`src/rtl/wb_retire_unit_if.sv`:
```
// rtl/wb_retire_unit_if.sv - retire bus between MEM, the write-back stage, regfile/ID bypass and debug trace
// Purpose: bundles every non-clock signal of wb_retire_unit.
// Ports (signals):
//   stall[5:0], flush              pipeline control into WB
//   mem_valid/pc/rf_we/rf_waddr/rf_wdata, mem_hi_*/mem_lo_*   per-lane retire group from MEM
//   rf_we/rf_waddr/rf_wdata, hi_*/lo_*                        regfile and HI/LO write ports
//   fwd_*                                                     bypass copy of the write ports for ID
//   stallreq_wb                                               trace FIFO back-pressure
//   debug_wb_pc/rf_wen/rf_wnum/rf_wdata                       serialised retire trace
// Modports: master = environment side, slave = wb_retire_unit side.
interface wb_retire_unit_if #(
  parameter int LANES  = 2,
  parameter int DATA_W = 32,
  parameter int ADDR_W = 5
);
  logic [5:0]             stall;
  logic                   flush;
  logic [LANES-1:0]       mem_valid;
  logic [LANES*32-1:0]    mem_pc;
  logic [LANES-1:0]       mem_rf_we;
  logic [LANES*ADDR_W-1:0] mem_rf_waddr;
  logic [LANES*DATA_W-1:0] mem_rf_wdata;
  logic                   mem_hi_we;
  logic [DATA_W-1:0]      mem_hi_wdata;
  logic                   mem_lo_we;
  logic [DATA_W-1:0]      mem_lo_wdata;

  logic [LANES-1:0]       rf_we;
  logic [LANES*ADDR_W-1:0] rf_waddr;
  logic [LANES*DATA_W-1:0] rf_wdata;
  logic                   hi_we;
  logic [DATA_W-1:0]      hi_wdata;
  logic                   lo_we;
  logic [DATA_W-1:0]      lo_wdata;

  logic [LANES-1:0]       fwd_rf_we;
  logic [LANES*ADDR_W-1:0] fwd_rf_waddr;
  logic [LANES*DATA_W-1:0] fwd_rf_wdata;
  logic                   fwd_hi_we;
  logic [DATA_W-1:0]      fwd_hi_wdata;
  logic                   fwd_lo_we;
  logic [DATA_W-1:0]      fwd_lo_wdata;

  logic                   stallreq_wb;
  logic [31:0]            debug_wb_pc;
  logic [3:0]             debug_wb_rf_wen;
  logic [4:0]             debug_wb_rf_wnum;
  logic [31:0]            debug_wb_rf_wdata;

  modport master (
    output stall, flush, mem_valid, mem_pc, mem_rf_we, mem_rf_waddr, mem_rf_wdata,
           mem_hi_we, mem_hi_wdata, mem_lo_we, mem_lo_wdata,
    input  rf_we, rf_waddr, rf_wdata, hi_we, hi_wdata, lo_we, lo_wdata,
           fwd_rf_we, fwd_rf_waddr, fwd_rf_wdata, fwd_hi_we, fwd_hi_wdata, fwd_lo_we, fwd_lo_wdata,
           stallreq_wb, debug_wb_pc, debug_wb_rf_wen, debug_wb_rf_wnum, debug_wb_rf_wdata
  );

  modport slave (
    input  stall, flush, mem_valid, mem_pc, mem_rf_we, mem_rf_waddr, mem_rf_wdata,
           mem_hi_we, mem_hi_wdata, mem_lo_we, mem_lo_wdata,
    output rf_we, rf_waddr, rf_wdata, hi_we, hi_wdata, lo_we, lo_wdata,
           fwd_rf_we, fwd_rf_waddr, fwd_rf_wdata, fwd_hi_we, fwd_hi_wdata, fwd_lo_we, fwd_lo_wdata,
           stallreq_wb, debug_wb_pc, debug_wb_rf_wen, debug_wb_rf_wnum, debug_wb_rf_wdata
  );
endinterface

```
`src/rtl/wb_retire_unit.sv`:
```
// rtl/wb_retire_unit.sv - multi-lane write-back stage with regfile/bypass ports and debug trace FIFO
// Purpose: registers a LANES-wide retire group, resolves same-address conflicts, drives regfile,
//          HI/LO and bypass ports, and serialises retired lanes onto the debug_wb_* trace.
// Ports:
//   clk  - rising-edge clock
//   rst  - asynchronous active-high reset
//   bus  - wb_retire_unit_if.slave (MEM group in, write ports / bypass / trace / stallreq out)
module wb_retire_unit #(
  parameter int LANES       = 2,
  parameter int DATA_W      = 32,
  parameter int ADDR_W      = 5,
  parameter int TRACE_DEPTH = 4
) (
  input  logic                clk,
  input  logic                rst,
  wb_retire_unit_if.slave     bus
);
  localparam int PTR_W = $clog2(TRACE_DEPTH);
  localparam int CNT_W = PTR_W + 1;

  // Stage register
  logic [LANES-1:0]        r_valid;
  logic [LANES-1:0]        r_we;
  logic [LANES*ADDR_W-1:0] r_waddr;
  logic [LANES*DATA_W-1:0] r_wdata;
  logic                    r_hi_we;
  logic [DATA_W-1:0]       r_hi_wdata;
  logic                    r_lo_we;
  logic [DATA_W-1:0]       r_lo_wdata;

  // Trace FIFO
  logic [31:0]             r_tr_pc    [TRACE_DEPTH];
  logic [TRACE_DEPTH-1:0]  r_tr_we;
  logic [ADDR_W-1:0]       r_tr_waddr [TRACE_DEPTH];
  logic [DATA_W-1:0]       r_tr_wdata [TRACE_DEPTH];
  logic [PTR_W-1:0]        r_rptr;
  logic [PTR_W-1:0]        r_wptr;
  logic [CNT_W-1:0]        r_count;

  logic                    w_capture;
  logic                    w_bubble;
  logic [LANES-1:0]        w_rf_we;
  logic                    w_any_valid;
  logic [PTR_W-1:0]        w_slot [LANES];
  logic [CNT_W-1:0]        w_nvalid;
  logic [CNT_W-1:0]        w_npush;
  logic                    w_pop;
  logic [CNT_W:0]          w_room;
  logic [CNT_W:0]          w_count_next_wide;
  logic                    w_unused_stall;

  // stall[4] has priority over flush; stall[5] selects hold vs bubble while WB is stopped.
  assign w_capture = ~bus.stall[4] & ~bus.flush;
  assign w_bubble  = bus.stall[4] ? ~bus.stall[5] : bus.flush;
  assign w_unused_stall = ^bus.stall[3:0];

  always_ff @(posedge clk or posedge rst) begin
    if (rst) begin
      r_valid    <= '0;
      r_we       <= '0;
      r_waddr    <= '0;
      r_wdata    <= '0;
      r_hi_we    <= 1'b0;
      r_hi_wdata <= '0;
      r_lo_we    <= 1'b0;
      r_lo_wdata <= '0;
    end else if (w_bubble) begin
      r_valid <= '0;
      r_we    <= '0;
      r_hi_we <= 1'b0;
      r_lo_we <= 1'b0;
    end else if (w_capture) begin
      r_valid    <= bus.mem_valid;
      r_we       <= bus.mem_rf_we;
      r_waddr    <= bus.mem_rf_waddr;
      r_wdata    <= bus.mem_rf_wdata;
      r_hi_we    <= bus.mem_hi_we;
      r_hi_wdata <= bus.mem_hi_wdata;
      r_lo_we    <= bus.mem_lo_we;
      r_lo_wdata <= bus.mem_lo_wdata;
    end
  end

  // A younger lane writing the same register makes an older lane's write dead.
  always_comb begin
    w_rf_we = r_valid & r_we;
    for (int i = 0; i < LANES; i++) begin
      for (int j = i + 1; j < LANES; j++) begin
        if (r_valid[j] && r_we[j] &&
            (r_waddr[j*ADDR_W +: ADDR_W] == r_waddr[i*ADDR_W +: ADDR_W])) begin
          w_rf_we[i] = 1'b0;
        end
      end
    end
  end

  assign w_any_valid = |r_valid;

  assign bus.rf_we        = w_rf_we;
  assign bus.rf_waddr     = r_waddr;
  assign bus.rf_wdata     = r_wdata;
  assign bus.hi_we        = r_hi_we & w_any_valid;
  assign bus.hi_wdata     = r_hi_wdata;
  assign bus.lo_we        = r_lo_we & w_any_valid;
  assign bus.lo_wdata     = r_lo_wdata;
  assign bus.fwd_rf_we    = w_rf_we;
  assign bus.fwd_rf_waddr = r_waddr;
  assign bus.fwd_rf_wdata = r_wdata;
  assign bus.fwd_hi_we    = r_hi_we & w_any_valid;
  assign bus.fwd_hi_wdata = r_hi_wdata;
  assign bus.fwd_lo_we    = r_lo_we & w_any_valid;
  assign bus.fwd_lo_wdata = r_lo_wdata;

  // Valid lanes are packed densely: lane i lands after all valid lanes below it.
  always_comb begin
    w_nvalid = '0;
    for (int i = 0; i < LANES; i++) begin
      w_slot[i] = r_wptr + PTR_W'(w_nvalid);
      w_nvalid  = w_nvalid + CNT_W'(bus.mem_valid[i]);
    end
  end

  assign w_npush = w_capture ? w_nvalid : '0;
  assign w_pop   = (r_count != '0);

  always_ff @(posedge clk or posedge rst) begin
    if (rst) begin
      r_rptr  <= '0;
      r_wptr  <= '0;
      r_count <= '0;
    end else begin
      r_rptr  <= r_rptr + PTR_W'(w_pop);
      r_wptr  <= r_wptr + PTR_W'(w_npush);
      r_count <= r_count + w_npush - CNT_W'(w_pop);
    end
  end

  always_ff @(posedge clk) begin
    if (w_capture) begin
      for (int i = 0; i < LANES; i++) begin
        if (bus.mem_valid[i]) begin
          r_tr_pc[w_slot[i]]    <= bus.mem_pc[i*32 +: 32];
          r_tr_we[w_slot[i]]    <= bus.mem_rf_we[i];
          r_tr_waddr[w_slot[i]] <= bus.mem_rf_waddr[i*ADDR_W +: ADDR_W];
          r_tr_wdata[w_slot[i]] <= bus.mem_rf_wdata[i*DATA_W +: DATA_W];
        end
      end
    end
  end

  assign bus.debug_wb_pc       = w_pop ? r_tr_pc[r_rptr] : 32'd0;
  assign bus.debug_wb_rf_wen   = {4{w_pop & r_tr_we[r_rptr]}};
  assign bus.debug_wb_rf_wnum  = w_pop ? 5'(r_tr_waddr[r_rptr]) : 5'd0;
  assign bus.debug_wb_rf_wdata = w_pop ? 32'(r_tr_wdata[r_rptr]) : 32'd0;

  // Room available on the next edge, counting the slot freed by this edge's pop.
  assign w_room = (CNT_W+1)'(TRACE_DEPTH) - {1'b0, r_count} + {{CNT_W{1'b0}}, w_pop};
  assign bus.stallreq_wb = (w_room < (CNT_W+1)'(LANES));

  assign w_count_next_wide = {1'b0, r_count} + {1'b0, w_npush} - (CNT_W+1)'(w_pop);

  a_trace_no_overflow: assert property (@(posedge clk) disable iff (rst)
    w_count_next_wide <= (CNT_W+1)'(TRACE_DEPTH));
endmodule

```
`src/flat_wrapper.sv`:
```
// flat-port wrapper written by rule: the top's interface ports become plain ports
module wb_retire_unit_flat 
#(
  parameter int LANES       = 2,
  parameter int DATA_W      = 32,
  parameter int ADDR_W      = 5,
  parameter int TRACE_DEPTH = 4
)
  (clk, rst, bus_stall, bus_flush, bus_mem_valid, bus_mem_pc, bus_mem_rf_we, bus_mem_rf_waddr, bus_mem_rf_wdata, bus_mem_hi_we, bus_mem_hi_wdata, bus_mem_lo_we, bus_mem_lo_wdata, bus_rf_we, bus_rf_waddr, bus_rf_wdata, bus_hi_we, bus_hi_wdata, bus_lo_we, bus_lo_wdata, bus_fwd_rf_we, bus_fwd_rf_waddr, bus_fwd_rf_wdata, bus_fwd_hi_we, bus_fwd_hi_wdata, bus_fwd_lo_we, bus_fwd_lo_wdata, bus_stallreq_wb, bus_debug_wb_pc, bus_debug_wb_rf_wen, bus_debug_wb_rf_wnum, bus_debug_wb_rf_wdata);
  wb_retire_unit_if #(.LANES(LANES), .DATA_W(DATA_W), .ADDR_W(ADDR_W)) bus_i ();
  input  logic clk;
  input  logic rst;
  input wire logic [$bits(bus_i.stall)-1:0] bus_stall;
  input wire logic [$bits(bus_i.flush)-1:0] bus_flush;
  input wire logic [$bits(bus_i.mem_valid)-1:0] bus_mem_valid;
  input wire logic [$bits(bus_i.mem_pc)-1:0] bus_mem_pc;
  input wire logic [$bits(bus_i.mem_rf_we)-1:0] bus_mem_rf_we;
  input wire logic [$bits(bus_i.mem_rf_waddr)-1:0] bus_mem_rf_waddr;
  input wire logic [$bits(bus_i.mem_rf_wdata)-1:0] bus_mem_rf_wdata;
  input wire logic [$bits(bus_i.mem_hi_we)-1:0] bus_mem_hi_we;
  input wire logic [$bits(bus_i.mem_hi_wdata)-1:0] bus_mem_hi_wdata;
  input wire logic [$bits(bus_i.mem_lo_we)-1:0] bus_mem_lo_we;
  input wire logic [$bits(bus_i.mem_lo_wdata)-1:0] bus_mem_lo_wdata;
  output wire logic [$bits(bus_i.rf_we)-1:0] bus_rf_we;
  output wire logic [$bits(bus_i.rf_waddr)-1:0] bus_rf_waddr;
  output wire logic [$bits(bus_i.rf_wdata)-1:0] bus_rf_wdata;
  output wire logic [$bits(bus_i.hi_we)-1:0] bus_hi_we;
  output wire logic [$bits(bus_i.hi_wdata)-1:0] bus_hi_wdata;
  output wire logic [$bits(bus_i.lo_we)-1:0] bus_lo_we;
  output wire logic [$bits(bus_i.lo_wdata)-1:0] bus_lo_wdata;
  output wire logic [$bits(bus_i.fwd_rf_we)-1:0] bus_fwd_rf_we;
  output wire logic [$bits(bus_i.fwd_rf_waddr)-1:0] bus_fwd_rf_waddr;
  output wire logic [$bits(bus_i.fwd_rf_wdata)-1:0] bus_fwd_rf_wdata;
  output wire logic [$bits(bus_i.fwd_hi_we)-1:0] bus_fwd_hi_we;
  output wire logic [$bits(bus_i.fwd_hi_wdata)-1:0] bus_fwd_hi_wdata;
  output wire logic [$bits(bus_i.fwd_lo_we)-1:0] bus_fwd_lo_we;
  output wire logic [$bits(bus_i.fwd_lo_wdata)-1:0] bus_fwd_lo_wdata;
  output wire logic [$bits(bus_i.stallreq_wb)-1:0] bus_stallreq_wb;
  output wire logic [$bits(bus_i.debug_wb_pc)-1:0] bus_debug_wb_pc;
  output wire logic [$bits(bus_i.debug_wb_rf_wen)-1:0] bus_debug_wb_rf_wen;
  output wire logic [$bits(bus_i.debug_wb_rf_wnum)-1:0] bus_debug_wb_rf_wnum;
  output wire logic [$bits(bus_i.debug_wb_rf_wdata)-1:0] bus_debug_wb_rf_wdata;
  assign bus_i.stall = bus_stall;
  assign bus_i.flush = bus_flush;
  assign bus_i.mem_valid = bus_mem_valid;
  assign bus_i.mem_pc = bus_mem_pc;
  assign bus_i.mem_rf_we = bus_mem_rf_we;
  assign bus_i.mem_rf_waddr = bus_mem_rf_waddr;
  assign bus_i.mem_rf_wdata = bus_mem_rf_wdata;
  assign bus_i.mem_hi_we = bus_mem_hi_we;
  assign bus_i.mem_hi_wdata = bus_mem_hi_wdata;
  assign bus_i.mem_lo_we = bus_mem_lo_we;
  assign bus_i.mem_lo_wdata = bus_mem_lo_wdata;
  assign bus_rf_we = bus_i.rf_we;
  assign bus_rf_waddr = bus_i.rf_waddr;
  assign bus_rf_wdata = bus_i.rf_wdata;
  assign bus_hi_we = bus_i.hi_we;
  assign bus_hi_wdata = bus_i.hi_wdata;
  assign bus_lo_we = bus_i.lo_we;
  assign bus_lo_wdata = bus_i.lo_wdata;
  assign bus_fwd_rf_we = bus_i.fwd_rf_we;
  assign bus_fwd_rf_waddr = bus_i.fwd_rf_waddr;
  assign bus_fwd_rf_wdata = bus_i.fwd_rf_wdata;
  assign bus_fwd_hi_we = bus_i.fwd_hi_we;
  assign bus_fwd_hi_wdata = bus_i.fwd_hi_wdata;
  assign bus_fwd_lo_we = bus_i.fwd_lo_we;
  assign bus_fwd_lo_wdata = bus_i.fwd_lo_wdata;
  assign bus_stallreq_wb = bus_i.stallreq_wb;
  assign bus_debug_wb_pc = bus_i.debug_wb_pc;
  assign bus_debug_wb_rf_wen = bus_i.debug_wb_rf_wen;
  assign bus_debug_wb_rf_wnum = bus_i.debug_wb_rf_wnum;
  assign bus_debug_wb_rf_wdata = bus_i.debug_wb_rf_wdata;
  wb_retire_unit #(.LANES(LANES), .DATA_W(DATA_W), .ADDR_W(ADDR_W), .TRACE_DEPTH(TRACE_DEPTH)) u_core (.clk(clk), .rst(rst), .bus(bus_i));
endmodule
```
`config.mk`:
```
export PLATFORM = sky130hd
export DESIGN_NAME = wb_retire_unit_flat
export DESIGN_NICKNAME = d
export VERILOG_FILES = /design/src/rtl/wb_retire_unit_if.sv /design/src/rtl/wb_retire_unit.sv /design/src/flat_wrapper.sv
export SDC_FILE = /design/constraint.sdc
export NUM_CORES = 1
export LEC_CHECK = 0
export BUFFER_PORTS_ARGS = -buffer_cell sky130_fd_sc_hd__buf_2
export CAP_MARGIN = 20
export CORE_AREA = 5 5 221 223
export DETAILED_ROUTE_END_ITERATION = 10
export DIE_AREA = 0 0 226 228
export GPL_ROUTABILITY_DRIVEN = 0
export PLACE_DENSITY = 0.73
export SYNTH_ARGS = -nofsm -noshare
export SYNTH_HDL_FRONTEND = slang
export SYNTH_SLANG_ARGS = --single-unit
```
`constraint.sdc`:
```
create_clock -name clk -period 6.75 [get_ports clk]
set_clock_uncertainty 0.1 [all_clocks]
set_input_delay 1.35 -clock clk [delete_from_list [all_inputs] [get_ports clk]]
set_output_delay 1.35 -clock clk [all_outputs]
set_load 0.05 [all_outputs]
```
After elaboration in Yosys (flattened, before gate mapping):

Memory sizes are Yosys's and may differ from the RTL's.
Index checks and enable logic that the tools add are counted.

* flip-flop bits (word level): 155
* word-level logic and storage cells: 78
* RAM bits: 276
* output and inout bits: 358
* bits of input ports: 217
* memories: 3

* equal/unequal tests: 1
* bitwise logic cells: 9
* add/sub/neg operators: 8
* order comparisons: 6
* reduce and logical (&&, ||, !) cells: 8
* mux-type cells: 31

Memory list
* u_core.r_tr_pc: depth 4, width 32, rd ports 1, clocked after Yosys merged registers in 0, wr ports 2, line wb_retire_unit.sv:32 `logic [31:0] r_tr_pc [TRACE_DEPTH];`
* u_core.r_tr_wdata: depth 4, width 32, rd ports 1, clocked after Yosys merged registers in 0, wr ports 2, line wb_retire_unit.sv:35 `logic [DATA_W-1:0] r_tr_wdata [TRACE_DEPTH];`
* u_core.r_tr_waddr: depth 4, width 5, rd ports 1, clocked after Yosys merged registers in 0, wr ports 2, line wb_retire_unit.sv:34 `logic [ADDR_W-1:0] r_tr_waddr [TRACE_DEPTH];`

Operator list (number)
* 32-bit two-way mux: 2
* 1-bit two-way mux: 15
* 4-bit two-way mux: 3
* 2-bit by 3-bit < comparator with 1-bit output (second input constant): 3
* 4-bit bitwise mux: 2
* 2-bit two-way mux: 4
* 5-bit equality test: 1
* 5-bit two-way mux: 1
* 2-bit by 1-bit adder with 2-bit output: 2
* 4-bit by 1-bit adder with 4-bit output: 1
* 1-bit bitwise AND: 4
* 1-bit demux with 2-bit select: 2
* 2-bit by 1-bit greater-or-equal comparator with 1-bit output (second input constant): 2
* 1-bit logical AND: 4
* 4-bit by 2-bit < comparator with 1-bit output (second input constant): 1
* 1-bit inverter: 4
* 3-bit by 3-bit subtractor with 4-bit output (first input constant): 1
* 3-bit adder: 1
* 3-bit two-way mux: 1
* 3-bit nonzero test: 1
* 3-bit by 1-bit subtractor with 3-bit output: 1
* 1-bit by 1-bit adder with 2-bit output: 1
* 2-bit adder: 1
* 2-bit bitwise AND: 1
* other kinds (4): 4

Logic depth before layout (Yosys ltp):

* word-level depth: 9
* mapped depth: 10
* mapped depth without buffers: 8

Least setup slack after synthesis:

OpenSTA, ideal clock, no wires.

* kind: input to register
* start point: in bus_flush
* end point: mem u_core.r_tr_pc[0][0], enable pin
* path slack: -1272 ps
* stages: 6
* buffers on the path: 3
* library setup time: 598 ps
* data required time: 6052 ps
* arrival time: 7324 ps
* cells stage by stage: nor2_2 buf_2 buf_2 buf_2 nand2_1 o31ai_1

RTL lines
* start, declared: line flat_wrapper.sv:14 `input wire logic [$bits(bus_i.flush)-1:0] bus_flush;`
* end, declared: line wb_retire_unit.sv:32

Final worst setup path:

* start point: reg u_core.r_rptr[0]
* end point: out bus_debug_wb_rf_wdata[17]

* word-level cells in the longest chain between the ends: 2

RTL lines
* start, declared: line wb_retire_unit.sv:36 `logic [PTR_W-1:0] r_rptr;`
* start signal, assigned: line wb_retire_unit.sv:132 `r_rptr <= r_rptr + PTR_W'(w_pop);`
* memory 4 x 32 bit
* 32-bit two-way mux: line wb_retire_unit.sv:154 `assign bus.debug_wb_rf_wdata = w_pop ? 32'(r_tr_wdata[r_rptr]) : 32'd0;`
* end, declared: line flat_wrapper.sv:42 `output wire logic [$bits(bus_i.debug_wb_rf_wdata)-1:0] bus_debug_wb_rf_wdata;`

No other way between the ends.

==> flow_summary.yaml <==
routing:
  first_pass_iters: 7
  wl_per_cell_um: 25.4
  wl_met2_mm: 32.8
  drc: 0
  via_per_inst: 5.42
  route.met3.wl_mm: 3.73
  ant_nets: 0
  vias: 12800
  m1WireLength_mm: 22.6
  drt_wl_total_mm: 60.1
  top_layer_used: "met5"
  drt_iter0_markers: 778
synth:
  ys_async_sr_fraction_pct: 35.0
  synth.distinct_cells: 34
  ys_warn_count: 0
  synth_edf_count: 280
  seq_area_frac_synth_pct: 58.3
  syn_avg_cell_area_um2: 16.2
  synth_fp_nets: 1514
  yosys-top-cells-area: "edfxtp_1 (40%), dfrtp_1 (18%), mux2_2 (17%), mux4_2 (7.5%), buf_4 (5.5%)"
  synth_top_area_cell: "edfxtp_1"
  synth_area_um2: 20900
  synth_top_cell_area_share_pct: 40.2
  ys.flop_type: "edfxtp_1"
  syn_inst: 1287
  ys_ff_latch: 431
setup_path:
  reg2reg_slack_ps: 3370
  rr_startpoint: "u_core.r_wptr[0]"
  crit_fanout: 32
  path_class: "flop to primary output"
  endpoint_kind: "primary output"
  worstPathRequired_ps: 5300
  worstPathArrival_ps: 3080
  startpoint_type: "flop"
  r2r_cells: 5
  r2r_end: "u_core.r_tr_pc[0][6]"
cts:
  root_buffer: "clkbuf_16"
  cts_setup_buffers: 0
  cts_buffers: 47
  ctsResizeCount: 0
  cts_tree: "yes"
  hold_buffers: 0
  cts_sinks: 431
  htreeDepth: 2
  clock_path_buffers: 3
  clk_latency_ps: 580
  path_clk_slew_ps: 60
floorplan:
  initial_utilization_pct: 45.1
  die_h_um: 228
  fp-row-count: 79
  core_um2: 46400
  io_pins: 575
  dieArea_um2: 51500
  die-width_um: 226
sta:
  tightest_slew_ps: 996
  finalSetupViolations: 0
  slew_viol_final: 0
  period_minus_slack_ps: 4530
  fin_crit_sh_pct: 67.2
  clock.fmax_ghz: 0.221
  setup_tns_ps: 0
  fin_ws_ps: 2220
  hold_viol_final: 0
  slew_headroom_pct: 33.4
  grt_setup_unrepaired: "no"
worst_hold_path:
  min-delay-start: "u_core.r_we[1]"
  min_to: "u_core.r_we[1]"
  min_path_cells: 1
  min_path_type: "flop to flop"
pwr:
  internal-power_w: 0.00604
  pwr-share-clk_pct: 23.9
  power_density_nw_per_um2: 427
  swShare_pct: 43.1
  power_w: 0.0106
  vdd_ir_drop_max_v: 0.000317
  power.leakage_nw: 10.0
  p_seq_share_pct: 33.3
  p_sw_w: 0.00458
  combPwrFrac_pct: 42.8
grt:
  grt_max_degree: 83
  grtUsageTotal_pct: 22.7
  overflow: 0
  grt_first_pass_wirelength_mm: 88.5
  antenna_found_initial: 26
  grt_pass1_vias: 13600
place:
  hpwl_mm: 41.2
  dp.cells: 2268
  place_ws_ps: 2270
  portBuffers: 570
layout:
  drive_above_1_share_pct: 60.6
  final_common_cell: "buf_2"
  final_cell_mix: "buf_2 (570), mux2_2 (316), edfxtp_1 (280), dfrtp_1 (149), mux2_1 (74)"
  area_growth_syn_to_layout_pct: 19.1
  final_cells: 2364
  nNetsFinal: 1938
run_status:
  outcome: "completed"
flow_run:
  max-cap-violations: 0
[layer usage]
layer  track usage, %  vias to the layer above
li1                 -                     5632
met1             26.9                     6626
met2             41.9                      467
met3             5.09                       85
met4             5.11                        4
met5                0                        -
[kinds of logic (layout without fill, tap and decap cells)]
kind of cell	Yosys count	in the layout	synth area share, %
multiplexers	460	460	28.5
flip-flops	431	431	58.3
buffers and inverters	227	688	7.07
AND/OR/NAND/NOR	102	102	2.96
AO/OA/AOI/OAI	45	45	1.98
XOR/XNOR	12	12	0.538
adder cells (fa/ha/maj)	10	10	0.634
other	0	9	0
[registers in the layout, summed over array words and instances (netlist names)]
name / count
u_core.bus.fwd_hi_wdata: 32
u_core.bus.fwd_lo_wdata: 32
u_core.bus.fwd_rf_waddr: 10
u_core.bus.fwd_rf_wdata: 64
u_core.r_count: 3
u_core.r_hi_we: 1
u_core.r_lo_we: 1
u_core.r_rptr: 2
u_core.r_tr_pc: 128
u_core.r_tr_waddr: 20
u_core.r_tr_wdata: 128
u_core.r_tr_we: 4
u_core.r_valid: 2
u_core.r_we: 2
u_core.r_wptr: 2
[critical path: stages (launching register included)]
cell and delay [ps]:
dfrtp_4 920, buf_4 520, mux4_2 610, and2_1 210, buf_2 230
[cell type report]
| class | instances | area (µm²) |
|---|---|---|
| antenna | 9 | 22.5 |
| clock buffer | 78 | 1470 |
| clock inverter | 8 | 51.3 |
| fill | 3802 | 21400 |
| inverter | 8 | 35.0 |
| multi-input combinational | 629 | 7330 |
| sequential | 431 | 12200 |
| tap | 607 | 759 |
| timing repair buffer | 594 | 3060 |
[power groups by stage]
stage	clock (W)	combinational (W)	sequential, W
finish	0.00254	0.00455	0.00354
global route	0.00271	0.00476	0.00359
CTS	0.00259	0.00461	0.00355
detailed placement	0	0.00460	0.00359
global placement	0	0.00459	0.00358
floorplan	0	0.00329	0.00386
[Yosys cell counts, types with 7 or more instances]
library cell	instances
a32o_1	32
and2_1	73
buf_2	42
buf_4	153
clkbuf_1	21
dfrtp_1	151
edfxtp_1	280
ha_1	9
inv_1	8
mux2_1	74
mux2_2	316
mux4_2	70
nand2_1	7
[metrics by stage]
| stage | hold slack [ps] | cell area, µm² | utilization [%] |
|---|---|---|---|
| after global placement | 381 | 23400 | 50.4 |
| final | 394 | 24900 | 53.7 |
| after detailed placement | 386 | 23400 | 50.4 |
| after global routing | 420 | 24900 | 53.7 |
| after floorplan | 358 | 20900 | - |
| after CTS | 403 | 24900 | 53.6 |
[worst max path at each step]
stage	start	end	slack, ps	cells past startpoint
6_report	u_core.r_rptr[0]	bus_debug_wb_rf_wdata[17]	2220	4
5_1_grt	u_core.r_rptr[0]	bus_debug_wb_rf_wdata[17]	1980	4
4_1_cts	u_core.r_rptr[0]	bus_debug_wb_rf_wdata[17]	2070	4
3_5_place_dp	bus_flush	u_core.r_tr_pc[2][5]	2270	5
3_3_place_gp	bus_flush	u_core.r_tr_pc[2][5]	2300	5
2_1_floorplan	bus_flush	u_core.r_tr_pc[3][0]	810	6
No activity file was read; power rests on OpenSTA's default activity.
